<file path="config.mk">
export PLATFORM = sky130hd
export DESIGN_NAME = mux_2to1
export DESIGN_NICKNAME = d
export VERILOG_FILES = /design/src/rtl/mux_2to1.sv
export SDC_FILE = /design/constraint.sdc
export NUM_CORES = 1
export LEC_CHECK = 0
export BUFFER_PORTS_ARGS = -buffer_cell sky130_fd_sc_hd__buf_4
export CAP_MARGIN = 20
export CORE_MARGIN = 3
export CORE_UTILIZATION = 30
export CTS_CLUSTER_DIAMETER = 200
export DETAILED_ROUTE_END_ITERATION = 16
export SETUP_SLACK_MARGIN = 0.1
export SYNTH_ARGS = -nofsm -noshare
export SYNTH_HDL_FRONTEND = slang
export SYNTH_SLANG_ARGS = --single-unit
</file>
<file path="constraint.sdc">
create_clock -name clk -period 2 [get_ports clk]
set_clock_uncertainty 0.05 [all_clocks]
set_input_delay 0.4 -clock clk [delete_from_list [all_inputs] [get_ports clk]]
set_output_delay 0.4 -clock clk [all_outputs]
set_load 0.03 [all_outputs]
</file>
<file path="src/rtl/mux_2to1.sv">
// -----------------------------------------------------------------------------
// mux_2to1
//   Bit selector for the TRNG entropy path plus a clocked health monitor.
//
//   The selected bit Y is a pure combinational function of Select/I0/I1, so
//   the chosen oscillator's edges reach Y without ever touching a flop. The
//   rest of the block only observes the path:
//     - Y_q        : Y registered on clk
//     - sel_q      : Select after a SYNC_STAGES-flop synchroniser
//     - sel_change : one-cycle pulse in the cycle sel_q takes a new value
//     - toggle_cnt : saturating count of Y_q transitions, cleared whenever the
//                    selected source changes, so it always describes the
//                    source currently in use
//
// Parameters
//   SYNC_STAGES : flops in the Select synchroniser (must be >= 1)
//   CNT_W       : width of toggle_cnt
//
// Ports
//   clk        in   1      system clock, rising edge
//   rst        in   1      synchronous active-high reset
//   I0, I1     in   1      raw source bits, asynchronous to clk
//   Select     in   1      0 selects I0, 1 selects I1 (asynchronous to clk)
//   Y          out  1      combinational selected bit, valid during reset
//   Y_q        out  1      Y registered
//   sel_q      out  1      synchronised Select
//   sel_change out  1      registered select-change pulse
//   toggle_cnt out  CNT_W  Y_q transitions since the last clear
// -----------------------------------------------------------------------------
`timescale 1ns/1ps
module mux_2to1 #(
  parameter int SYNC_STAGES = 2,
  parameter int CNT_W       = 8
) (
  input  logic             clk,
  input  logic             rst,
  input  logic             I0,
  input  logic             I1,
  input  logic             Select,
  output logic             Y,
  output logic             Y_q,
  output logic             sel_q,
  output logic             sel_change,
  output logic [CNT_W-1:0] toggle_cnt
);

  localparam logic [CNT_W-1:0] CNT_MAX = '1;

  // Increment that sticks at full scale instead of wrapping, so a source
  // that toggles for a long time reads as "busy" rather than a small count.
  function automatic logic [CNT_W-1:0] sat_inc(input logic [CNT_W-1:0] v);
    sat_inc = (v == CNT_MAX) ? v : v + CNT_W'(1);
  endfunction

  // Entropy path: no clock, no reset, zero latency.
  assign Y = Select ? I1 : I0;

  logic [SYNC_STAGES-1:0] sync_p0;
  logic [SYNC_STAGES-1:0] sync_nxt;
  logic                   y_p0;
  logic                   y_p1;
  logic                   sel_chg_d;
  logic                   toggle;
  logic [CNT_W-1:0]       cnt_p0;

  // Next state of the synchroniser chain: Select enters at bit 0 and every
  // flop takes its neighbour's value. Written as a shift so a single-stage
  // chain needs no special case.
  always_comb begin
    sync_nxt    = sync_p0 << 1;
    sync_nxt[0] = Select;
  end

  // The pulse is computed from the value sel_q is about to take, so once
  // registered it lines up with the cycle sel_q changes. The counter clear
  // uses the same unregistered term, making toggle_cnt read 0 in that cycle.
  assign sel_chg_d = sync_p0[SYNC_STAGES-1] ^ sync_nxt[SYNC_STAGES-1];

  // A transition is seen one cycle after it appears on Y_q.
  assign toggle = y_p0 ^ y_p1;

  // ---- stage p0: Y sample, synchroniser, pulse and counter ----
  // ---- stage p1: previous Y_q for transition detection ----
  always_ff @(posedge clk) begin
    if (rst) begin
      sync_p0    <= '0;
      y_p0       <= 1'b0;
      y_p1       <= 1'b0;
      sel_change <= 1'b0;
      cnt_p0     <= '0;
    end else begin
      sync_p0    <= sync_nxt;
      y_p0       <= Y;
      y_p1       <= y_p0;
      sel_change <= sel_chg_d;
      // A source switch discards the old source's count, even if a
      // transition lands on the same edge.
      if (sel_chg_d) begin
        cnt_p0 <= '0;
      end else if (toggle) begin
        cnt_p0 <= sat_inc(cnt_p0);
      end
    end
  end

  assign Y_q        = y_p0;
  assign sel_q      = sync_p0[SYNC_STAGES-1];
  assign toggle_cnt = cnt_p0;

endmodule

</file>
==> impl_results.md <==
- I/O pins: 17
- Crit-path cells: ha_1 -> nand3_1 -> o21ai_0 -> xor2_1 -> nor2_1
- Top cells by area, synth: dfxtp_1 46%, nor2b_1 5.6%, xor2_1 4.7%
- Final Setup Violations: 0
- Post-Syn Nets: between 60 and 70
- Initial Util: 0.344
- TritonCTS clock tree: built
- Reg-to-reg slack, setup: approximately 0.55 ns
- Async SR Flop Fraction: 0
- Post-synth EDFFs: 0
- Crit path from: toggle_cnt[0]$_SDFFE_PP0P_
- CP Class: reg -> reg
- Die area: 0.00242 mm^2
- Vias/cell: roughly 4.7
- CP peak stage delay: 0.39 ns
- Die height: 49.2 um
- CP delay by family, top: flip-flops
- Final cell count without fillers: 104
- WP depth: 5
- CTS H-tree lvls: 1
- Clk slew on worst S/H paths: 0.08 ns
- Sequential area share after synthesis: 0.464
- Pin slew with the least headroom to its limit: 0.397 ns
- Worst Path Arrival: 1.58 ns
- Synth unique cells: 25
- Placed cell count: 100
- Setup bufs post-CTS: 0
- Post-CTS Hold Buffers: 0
- Quantity of gates resized following cts: 0
- Chip width: approximately 49 um
- CP Max Fanout: 5
- FP Rows: 14
- Cell count after synthesis: 60
- Endpoints failing hold: 0
- Total gr overflow: 0
- Synthesized area per cell: approximately 9.3 um^2
- Worst Setup EP: toggle_cnt[0]$_SDFFE_PP0P_
- Routed vias: 493
- CTS Buffer Depth: 2
- Yosys top cell by area: dfxtp_1
- Fmax: 689 MHz
- Post-synth top area share: 0.464
- RSZ-0062 raised after global routing: no
- Vias in the first global route: 468
- Layout cells sized above 1: 0.325
- Final HPWL DP: 870 um
- Hold/Removal Path Class: in -> reg
- Synth Cell Area: 561 um^2
- Crit path launch type: flip-flop
- Placement Setup Slack: 0.562 ns
- Worst setup margin: 0.550 ns
- Max IR drop VDD: 0.000408 V
- Drt wl/cell: 11.4 um
- Clock root cell: clkbuf_4
- Number of max-slew violations in the final report: 0
- CP bufs+invs: 0
- Area grow syn2layout: 31.7%
- Port bufs: 16
- Clk sink count: 13
- All-Layer GR Usage: 0.112
- Skew-Pair Late Insertion Delay: 0.28 ns
- Drc violations: 0
- Net count, final: 87
- Outcome: completed
- First-pass GRT wire length: 2080 um
- Ys flop type: dfxtp_1
- Initial antenna violation count: 0
- Initial DRC count: 7
- CTS Buf Count: 3
- Router iterations before antenna repair: 4
- Final min period: between 1 and 1.5 ns
- Max Cap Viol: 0
- Fill count: around 180
- Largest net degree at the start of global routing: 10
- Routed WL: 1180 um
- Gp weighted congestion: 0.846
- Worst path required time: 2.13 ns
- Core Area: 0.00163 mm^2
- Post-route setup TNS: 0 ns
- R2R cell count: 5
- PD cells: just under 700 mW/mm^2
- # diodes: 0
- Total power: 0.504 mW
- Synthesis-stage register bit count: 13
- Antenna Nets Post-Route: 0
- Worst R2R End: toggle_cnt[0]$_SDFFE_PP0P_
- Crit path capture type: flip-flop
- Hold wc startpoint: rst
- Fin crit share: 0.725
- Crit-path slowest cell: dfxtp_1
- Slew Limit Headroom: 0.734
- Number of synthesis warnings: 0
- Reg2reg start: toggle_cnt[0]$_SDFFE_PP0P_
- Static Leakage: 0.312 nW
-- final cells by class --
type | count | area [um^2] | share of cell area
clock buffer | 3 | 22.5 | 0.0305
clock inverter | 1 | 5.00 | 0.00678
inverter | 1 | 3.75 | 0.00508
multi-input combinational | 46 | 297 | 0.402
sequential | 13 | 260 | 0.353
tap | 24 | 30.0 | 0.0407
timing repair buffer | 16 | 120 | 0.163
-- cells in the final DEF (no fill, tap or decap), types with 2 or more instances in the layout --
master / count
buf_4: 16
dfxtp_1: 13
o21ai_0: 5
nand2_1: 5
nor2b_1: 5
nand3_1: 4
nand4_1: 3
xor2_1: 3
clkbuf_4: 3
nor2_1: 2
a21oi_1: 2
nor3_1: 2
mux2i_1: 2
-- layer usage --
layer,up-vias,share of wire,GRT usage
li1,259,-,-
met1,214,0.46,0.140
met2,18,0.42,0.158
met3,2,0.10,0.0703
met4,0,0.0093,0.0284
met5,-,0,0
-- sequential cells by signal, summed over array words and instances, names as in the netlist --
name and count:
sync_p0 2, Y_q 1, y_p1 1, sel_change 1, toggle_cnt 8
-- report_power, final --
group          switching (mW)  total (mW)  internal [mW]
combinational          0.0386      0.0674         0.0288
sequential            0.00679       0.274          0.267
clock                  0.0885       0.163         0.0742
total                   0.134       0.504          0.370
-- cells in the mapped netlist, drive strengths merged, types with 3 or more instances --
master	n
o21ai	5
nor2b	5
nand4	3
nand3	4
nand2	5
dfxtp	13
xor2	3
nor2	3
-- stage by stage --
step | util | instance area [um^2] | hold slack [ns]
floorplan | - | 561 | 0.405
global placement | 0.436 | 711 | 0.420
detailed placement | 0.436 | 711 | 0.418
CTS | 0.453 | 738 | 0.273
global route | 0.453 | 738 | 0.284
finish | 0.453 | 738 | 0.286
-- worst register-to-register path, delay by kind of cell (launching register included) --
family                   cells  cell delay [ns]
AND/OR/NAND/NOR              2             0.16
AO/OA/AOI/OAI                1             0.32
XOR/XNOR                     1             0.19
flip-flops                   1             0.39
adder cells (fa/ha/maj)      1             0.25
-- cells by family (layout without fill, tap and decap cells) --
family	Yosys count	count (layout)	synth area share
AO/OA/AOI/OAI	10	10	0.103
XOR/XNOR	4	4	0.0625
adder cells (fa/ha/maj)	1	1	0.0223
buffers and inverters	1	21	0.00669
flip-flops	13	13	0.464
multiplexers	3	3	0.0558
AND/OR/NAND/NOR	28	28	0.286
-- worst min path at each step --
stage | endpoint | cells after the start
3_5_place_dp | sync_p0[1]$_SDFF_PP0_ | 1
3_3_place_gp | sync_p0[1]$_SDFF_PP0_ | 1
5_1_grt | sync_p0[0]$_SDFF_PP0_ | 2
4_1_cts | sync_p0[0]$_SDFF_PP0_ | 2
6_report | sync_p0[0]$_SDFF_PP0_ | 2
2_1_floorplan | sync_p0[1]$_SDFF_PP0_ | 1
Power figures use the tool's default switching activity.
